==> src/rtl/uart_tx_control_module.sv <==
// 8N1 UART transmitter with a small input FIFO and an internal bit-period counter.
// Idle-high line, LSB first, one-cycle done pulse at the end of each stop bit.
module uart_tx_control_module #(
    parameter int CLKS_PER_BIT = 434,
    parameter int FIFO_DEPTH   = 4
) (
    input  logic       clk,
    input  logic       rst_n,
    input  logic [7:0] tx_data,
    input  logic       tx_valid,
    output logic       tx_ready,
    output logic       tx_pin_out,
    output logic       tx_busy,
    output logic       tx_done_sig
);

    localparam int PTR_W  = $clog2(FIFO_DEPTH);
    localparam int CNT_W  = PTR_W + 1;
    localparam int BAUD_W = (CLKS_PER_BIT > 1) ? $clog2(CLKS_PER_BIT) : 1;
    localparam logic [BAUD_W-1:0] BAUD_LAST = BAUD_W'(CLKS_PER_BIT - 1);
    localparam logic [CNT_W-1:0]  CNT_FULL  = CNT_W'(FIFO_DEPTH);

    typedef enum logic [1:0] {
        S_IDLE  = 2'd0,
        S_START = 2'd1,
        S_DATA  = 2'd2,
        S_STOP  = 2'd3
    } state_t;

    logic [7:0]        fifo_mem_r [FIFO_DEPTH];
    logic [PTR_W-1:0]  wr_ptr_r;
    logic [PTR_W-1:0]  rd_ptr_r;
    logic [CNT_W-1:0]  count_r;
    logic [CNT_W-1:0]  count_next_s;
    logic              ready_r;

    state_t            state_r;
    logic [BAUD_W-1:0] baud_r;
    logic [2:0]        bit_idx_r;
    logic [7:0]        shift_r;
    logic              pin_r;
    logic              busy_r;
    logic              done_r;

    logic              push_s;
    logic              pop_s;
    logic              baud_last_s;
    logic              fifo_empty_s;
    logic [7:0]        head_s;

    assign tx_ready    = ready_r;
    assign tx_pin_out  = pin_r;
    assign tx_busy     = busy_r;
    assign tx_done_sig = done_r;

    // Handshake, pop decision and next FIFO occupancy; pops only in IDLE or at the stop-bit end.
    always_comb begin
        baud_last_s  = (baud_r == BAUD_LAST);
        fifo_empty_s = (count_r == {CNT_W{1'b0}});
        head_s       = fifo_mem_r[rd_ptr_r];
        push_s       = tx_valid && ready_r;
        pop_s        = 1'b0;
        case (state_r)
            S_IDLE:  pop_s = !fifo_empty_s;
            S_STOP:  pop_s = baud_last_s && !fifo_empty_s;
            default: pop_s = 1'b0;
        endcase
        case ({push_s, pop_s})
            2'b10:   count_next_s = count_r + CNT_W'(1);
            2'b01:   count_next_s = count_r - CNT_W'(1);
            default: count_next_s = count_r;
        endcase
    end

    // FIFO storage, pointers, occupancy and registered ready flag.
    always_ff @(posedge clk or negedge rst_n) begin
        if (!rst_n) begin
            for (int i = 0; i < FIFO_DEPTH; i++) begin
                fifo_mem_r[i] <= 8'h00;
            end
            wr_ptr_r <= {PTR_W{1'b0}};
            rd_ptr_r <= {PTR_W{1'b0}};
            count_r  <= {CNT_W{1'b0}};
            ready_r  <= 1'b1;
        end else begin
            if (push_s) begin
                fifo_mem_r[wr_ptr_r] <= tx_data;
                wr_ptr_r             <= wr_ptr_r + PTR_W'(1);
            end
            if (pop_s) begin
                rd_ptr_r <= rd_ptr_r + PTR_W'(1);
            end
            count_r <= count_next_s;
            ready_r <= (count_next_s != CNT_FULL);
        end
    end

    // Frame sequencer: start bit, eight data bits LSB first, stop bit, with back-to-back chaining.
    always_ff @(posedge clk or negedge rst_n) begin
        if (!rst_n) begin
            state_r   <= S_IDLE;
            baud_r    <= {BAUD_W{1'b0}};
            bit_idx_r <= 3'd0;
            shift_r   <= 8'h00;
            pin_r     <= 1'b1;
            busy_r    <= 1'b0;
            done_r    <= 1'b0;
        end else begin
            done_r <= 1'b0;
            case (state_r)
                S_IDLE: begin
                    pin_r  <= 1'b1;
                    busy_r <= 1'b0;
                    if (pop_s) begin
                        shift_r <= head_s;
                        baud_r  <= {BAUD_W{1'b0}};
                        pin_r   <= 1'b0;
                        busy_r  <= 1'b1;
                        state_r <= S_START;
                    end
                end
                S_START: begin
                    if (baud_last_s) begin
                        baud_r    <= {BAUD_W{1'b0}};
                        pin_r     <= shift_r[0];
                        bit_idx_r <= 3'd0;
                        state_r   <= S_DATA;
                    end else begin
                        baud_r <= baud_r + BAUD_W'(1);
                    end
                end
                S_DATA: begin
                    if (baud_last_s) begin
                        baud_r  <= {BAUD_W{1'b0}};
                        shift_r <= {1'b0, shift_r[7:1]};
                        if (bit_idx_r != 3'd7) begin
                            bit_idx_r <= bit_idx_r + 3'd1;
                            pin_r     <= shift_r[1];
                        end else begin
                            pin_r   <= 1'b1;
                            state_r <= S_STOP;
                        end
                    end else begin
                        baud_r <= baud_r + BAUD_W'(1);
                    end
                end
                S_STOP: begin
                    if (baud_last_s) begin
                        baud_r <= {BAUD_W{1'b0}};
                        done_r <= 1'b1;
                        if (pop_s) begin
                            shift_r <= head_s;
                            pin_r   <= 1'b0;
                            state_r <= S_START;
                        end else begin
                            busy_r  <= 1'b0;
                            state_r <= S_IDLE;
                        end
                    end else begin
                        baud_r <= baud_r + BAUD_W'(1);
                    end
                end
                default: begin
                    state_r <= S_IDLE;
                    baud_r  <= {BAUD_W{1'b0}};
                    pin_r   <= 1'b1;
                    busy_r  <= 1'b0;
                end
            endcase
        end
    end

endmodule

==> config.mk <==
export PLATFORM = sky130hd
export DESIGN_NAME = uart_tx_control_module
export DESIGN_NICKNAME = d
export VERILOG_FILES = /design/src/rtl/uart_tx_control_module.sv
export SDC_FILE = /design/constraint.sdc
export NUM_CORES = 1
export LEC_CHECK = 0
export ABC_AREA = 1
export CORE_ASPECT_RATIO = 0.7
export CORE_UTILIZATION = 60
export DETAILED_ROUTE_END_ITERATION = 6
export GPL_TIMING_DRIVEN = 0
export PLACE_DENSITY = 0.89
export SYNTH_ARGS = -nofsm -noshare
export SYNTH_HDL_FRONTEND = slang
export SYNTH_SLANG_ARGS = --single-unit
==> constraint.sdc <==
create_clock -name clk -period 4.4 [get_ports clk]
set_input_delay 0.44 -clock clk [delete_from_list [all_inputs] [get_ports clk]]
set_output_delay 0.44 -clock clk [all_outputs]
set_load 0.02 [all_outputs]
Word level (Yosys, flattened, before mapping)

Cells that the tools add are included.

Register bits after elaboration: 65
Input port bits: 11
Output and inout port bits: 4
Word-level logic and storage cells: 96

Add/sub/neg operators: 6
$lt $le $gt $ge: 3
Equal/unequal tests: 16
Mux-type cells: 39
Bitwise gates (word level): 2
Reduce and logical (&&, ||, !) cells: 15

Operator list:

| cell                                          | number |
|---|---|
| two-way mux 8 bit                             | 6 |
| bitwise mux 32 bit                            | 1 |
| case mux 8 bit (3 select lines)               | 1 |
| two-way mux 9 bit                             | 2 |
| case mux 9 bit (2 select lines)               | 1 |
| binary-select mux 8 bit (select 2 bit)        | 1 |
| demux 8 bit (select 2 bit)                    | 1 |
| inequality test 2 bit (second input constant) | 8 |
| two-way mux 1 bit                             | 12 |
| case mux 3 bit (2 select lines)               | 2 |
| two-way mux 2 bit                             | 5 |
| adder 9 x 1 -> 9 bit (second input constant)  | 1 |
| == test 9 bit (second input constant)         | 1 |
| two-way mux 3 bit                             | 3 |
| case mux 2 bit (4 select lines)               | 1 |
| AND reduction 4 bit                           | 2 |
| adder 3 x 1 -> 3 bit (second input constant)  | 2 |
| == test 2 bit (second input constant)         | 3 |
| >= comparator 3 bit (second input constant)   | 2 |
| inequality test 3 bit (second input constant) | 2 |
| NOT 2 -> 3 bit                                | 2 |
| AND reduction 3 bit                           | 2 |
| AND reduction 5 bit                           | 1 |
| adder 2 x 1 -> 2 bit (second input constant)  | 2 |
| other kinds (12)                              | 17 |

Longest topological paths before layout

Depth in word-level cells: 7
Depth in mapped cells: 15
Gate-level depth less buffers: 15

Least setup slack after synthesis

No wires, ideal clock.

Path type: flip-flop to flip-flop
From: reg state_r[0]
To: reg ready_r, in the netlist tx_ready
Setup time: 82 ps
Arrival time: 2126 ps
Data required time: 4318 ps
Setup slack: 2192 ps
Cell stages (with the launch flop): 15
Path buffers: 0
Period minus slack after synthesis: 2208 ps
Cells stage by stage: dfrtp_1 > inv_1 > ha_1 > inv_1 > nand2_1 > inv_1 > nand2_4 > inv_1 > ha_1 > inv_1 > fa_1 > a21oi_1 > o21ai_0 > xor2_1 > nand2_1

Word-level cells in the longest chain between the ends: 5
Elaborated cells between the ends (all ways): 7
Those cells by class: eq/ne (4); mux (2); reduce/logical (1)

RTL lines:

| item                                                           | line | source |
|---|---|---|
| start: declaration                                             | 37   | `state_t state_r;` |
| start signal: assignment                                       | 101  | `state_r <= S_IDLE;` |
| start signal: assignment                                       | 119  | `state_r <= S_START;` |
| start signal: assignment                                       | 127  | `state_r <= S_DATA;` |
| == test 2 bit / logical NOT 2 bit (equally long branches)      | 63   | `case (state_r)` |
| case mux 1 bit (2 select lines) (*)                            | 63   |  |
| == test 2 x 1 -> 1 bit / == test 2 bit (equally long branches) | 68   | `case ({push_s, pop_s})` |
| case mux 3 bit (2 select lines) (*)                            | 68   |  |
| via count_next_s[2]                                            | 34   | `logic [CNT_W-1:0] count_next_s;` |
| inequality test 3 bit (*)                                      | 94   | `ready_r <= (count_next_s != CNT_FULL);` |
| end signal: assignment                                         | 94   |  |
| end: declaration                                               | 35   | `logic ready_r;` |

The timed path passes the listed nets; every way through them passes the cells marked *.
A chain may end at the register's enable or synchronous reset.

Worst setup path after layout

From: reg baud_r[1]
To: reg ready_r, in the netlist tx_ready

Word-level cells in the longest chain between the ends: 6
Elaborated cells between the ends (all ways): 7
Those cells by class: eq/ne (4); mux (2); reduce/logical (1)

RTL lines:

| item                                                           | line | source |
|---|---|---|
| start: declaration                                             | 38   | `logic [BAUD_W-1:0] baud_r;` |
| start signal: assignment                                       | 102  | `baud_r <= {BAUD_W{1'b0}};` |
| start signal: assignment                                       | 116  | `baud_r <= {BAUD_W{1'b0}};` |
| start signal: assignment                                       | 124  | `baud_r <= {BAUD_W{1'b0}};` |
| == test 9 bit (*)                                              | 58   | `baud_last_s = (baud_r == BAUD_LAST);` |
| logical AND 1 bit (*)                                          | 65   | `S_STOP: pop_s = baud_last_s && !fifo_empty_s;` |
| case mux 1 bit (2 select lines) (*)                            | 63   |  |
| == test 2 x 1 -> 1 bit / == test 2 bit (equally long branches) | 68   |  |
| case mux 3 bit (2 select lines) (*)                            | 68   |  |
| via count_next_s[2]                                            | 34   |  |
| inequality test 3 bit (*)                                      | 94   |  |

Marks and branches as above.

==> flow_summary.yaml <==
clocking:
  cts_tree: "done"
  cts_hold_buf: 0
  cts-buffers-inserted: 9
  clock_latency_ps: 350
  clkSinkCount: 65
  clock_path_buffers: 2
  clock-root-buffer: "clkbuf_8"
  clkTransAtPathRegs_ps: 70
  postCtsSetupBuffers: 0
  post_cts_resized: 0
  cts_max_level: 3
setup_path:
  reg2reg_depth: 15
  worstReg2RegEnd: "tx_ready$_DFF_PN1_"
  startpoint_type: "register"
  startpoint: "baud_r[1]$_DFFE_PN0P_"
  cp-end-kind: "register"
  critPathKind: "reg2reg"
  endpoint: "tx_ready$_DFF_PN1_"
  worstPathMaxFanout: 8
  critPathArrivalTime_ps: 2870
  r2r_start: "baud_r[1]$_DFFE_PN0P_"
  cp.required_ps: 4670
  reg2reg_slack_ps: 1800
timing:
  setup_viol: 0
  finalHoldViolations: 0
  finalSetupTns_ps: 0
  slew_headroom_pct: 45.49
  rsz0062_at_grt: "no"
  max_freq_mhz: 384.6
  worst_pin_slew_ps: 817.6
  period_needed_ps: 2600
  fin_ws_ps: 1800
  clock_skew_ps: 7.985
  fin_crit_sh_pct: 59.09
  slew_viol_final: 0
global_route:
  use_met1_pct: 36.58
  met3_usage_pct: 9.167
  gr-usage-all-layers_pct: 28.77
  antenna_found_initial: 0
  met2_usage_pct: 46.78
  grt_pass1_wl_um: 12780
  grt_pass1_vias: 2790
  grt_max_degree: 66
  top_usage_layer: "met2"
  overflow: 0
placement:
  post-place-ws_ps: 1832
  hpwl_um: 5100
  port_buffers: 14
  gp_congestion: 0.8795
synth:
  synth_area_um2: 3332
  synth-warning-count: 0
  syn_inst: 400
  yosys.cell_types.count: 35
  synth_seq_cells: 65
  yosysSeqAreaShare_pct: 48.89
  synth_fp_nets: 426
  syn_area_per_cell_um2: 8.330
power_and_ir_drop:
  p_leak_nw: 1.999
  power_density_nw_per_um2: 466.2
  peakVddDrop_mv: 0.3604
route:
  ant_nets: 0
  drt_iter0_drc: 297
  viasPerCell: 5.544
  routed-via-count: 2783
  wl_um: 7365
  wire_per_inst_um: 14.67
  dr.pass1.iters: 5
  drc: 0
die:
  die_w_um: 91.07
  core_um2: 5285
  die_y_um: 64.35
  die_area_um2: 5860
  row_count: 22
  ios: 15
  initial_core_util_pct: 63.04
job:
  cap_violations: 0
cells_and_area:
  antenna_cells: 0
  area_growth_pct: 12.50
  drive_above_1_share_pct: 9.302
  nNetsFinal: 451
status:
  outcome: "complete, no violations"
worst_hold_path:
  hp-class: "in2async"
## power by group
group          total (mW)  internal (mW)  switching (mW)
clock               0.498          0.276           0.222
combinational       0.401          0.150           0.251
sequential          0.848          0.761          0.0871
total                1.75           1.19           0.560
## synth_stat cells
cell      count  area, um^2
clkbuf_8      1       13.76
xor2_1        2       17.52
nor2_1       10       37.54
a21boi_0      2       15.01
inv_2         2       7.510
buf_6         1       11.26
a21oi_1       7       35.03
nor2_4        3       33.78
nand2_1     136       510.5
nand3_2       1       10.01
inv_4         1       6.260
nand2_4       3       33.78
buf_4         2       15.01
xnor2_1       1       8.760
nor2_8        1       20.02
clkbuf_1      5       18.77
dfrtp_1      63        1577
dfstp_2       2       52.55
a22oi_1       1       7.510
nand3_1      39       195.2
nor2_2        1       6.260
fa_1          1       20.02
nand2_8       1       20.02
xor2_2        1       16.27
o22ai_1       2       12.51
inv_1        40       150.1
o31ai_1       1       7.510
o21ai_4       1       16.27
buf_2         2       10.01
ha_1         14       175.2
nor3_1        1       5.000
nand2_2       3       18.77
nand4_1       2       12.51
o21ai_0      46       230.2
o21ai_1       1       5.000
## worst max-delay path, stage by stage (launching register included)
cell	delay (ps)
dfrtp_1	410
inv_1	90
ha_1	170
nand2_2	70
nor2_4	120
nand3_2	120
nand2_2	110
nand2_4	110
inv_1	110
ha_1	150
inv_1	70
fa_1	380
a21oi_1	160
o21ai_0	130
xor2_1	240
nand2_1	90
## registers in the layout (all words and copies together), names as in the netlist
signal	flops
bit_idx_r	3
count_r	3
tx_busy	1
baud_r	9
rd_ptr_r	2
shift_r	8
state_r	2
fifo_mem_r	32
wr_ptr_r	2
tx_pin_out	1
tx_done_sig	1
tx_ready	1
## through the flow
step	instance area [um^2]	utilization [%]	std cells	hold slack, ps	power [mW]
finish	3749	70.93	502	176.5	1.748
floorplan	3332	-	400	144.4	1.116
CTS	3749	70.93	502	214.2	1.752
global route	3749	70.93	502	250.0	1.861
detailed placement	3560	67.35	486	456.8	1.252
global placement	3562	67.40	486	454.8	1.213
## cell type report
type,count,area (um^2)
Fill cell,418,1536
Clock buffer,13,148.9
Inverter,43,163.9
Clock inverter,3,40.04
Buffer,11,68.82
Multi-Input combinational cell,281,1470
Timing Repair Buffer,14,137.6
Tap cell,72,90.09
Sequential cell,65,1629
## kinds of logic after synthesis
logic type                 share of synthesized area, %
xor gates and xnor gates                          1.277
adders and majority gates                         5.858
DFF                                               48.89
and+or+nand+nor                                   27.11
AOI/OAI and AO/OA                                 9.876
buffers and inverters                             6.985
## cell usage in the layout (no fill, tap or decap), drive strengths merged
cell type	n
a21boi	2
a21oi	7
a22oi	1
buf	6
bufinv	1
clkbuf	19
clkdlybuf4s50	13
clkinv	2
dfrtp	63
dfstp	2
fa	1
ha	14
inv	43
nand2	143
nand3	40
nand4	2
nor2	15
nor3	1
o21ai	48
o22ai	2
o31ai	1
xnor2	1
xor2	3
## per-layer routing
metal	vias to the layer above	wire, um
li1	1332	-
met1	1320	3337
met2	116	3418
met3	15	513
met4	0	95
met5	-	0
## worst min-delay path by stage
stage,end,start,slack (ps),depth (start not counted)
after floorplan,baud_r[0]$_DFFE_PN0P_,rst_n,140,0
after detailed placement,tx_pin_out$_DFFE_PN1P_,tx_pin_out$_DFFE_PN1P_,460,2
after global placement,shift_r[6]$_DFFE_PN0P_,shift_r[6]$_DFFE_PN0P_,450,2
after global routing,fifo_mem_r[27]$_DFFE_PN0P_,rst_n,250,1
final,fifo_mem_r[27]$_DFFE_PN0P_,rst_n,180,1
after CTS,fifo_mem_r[26]$_DFFE_PN0P_,rst_n,210,1
Power figures use the tool's default switching activity.
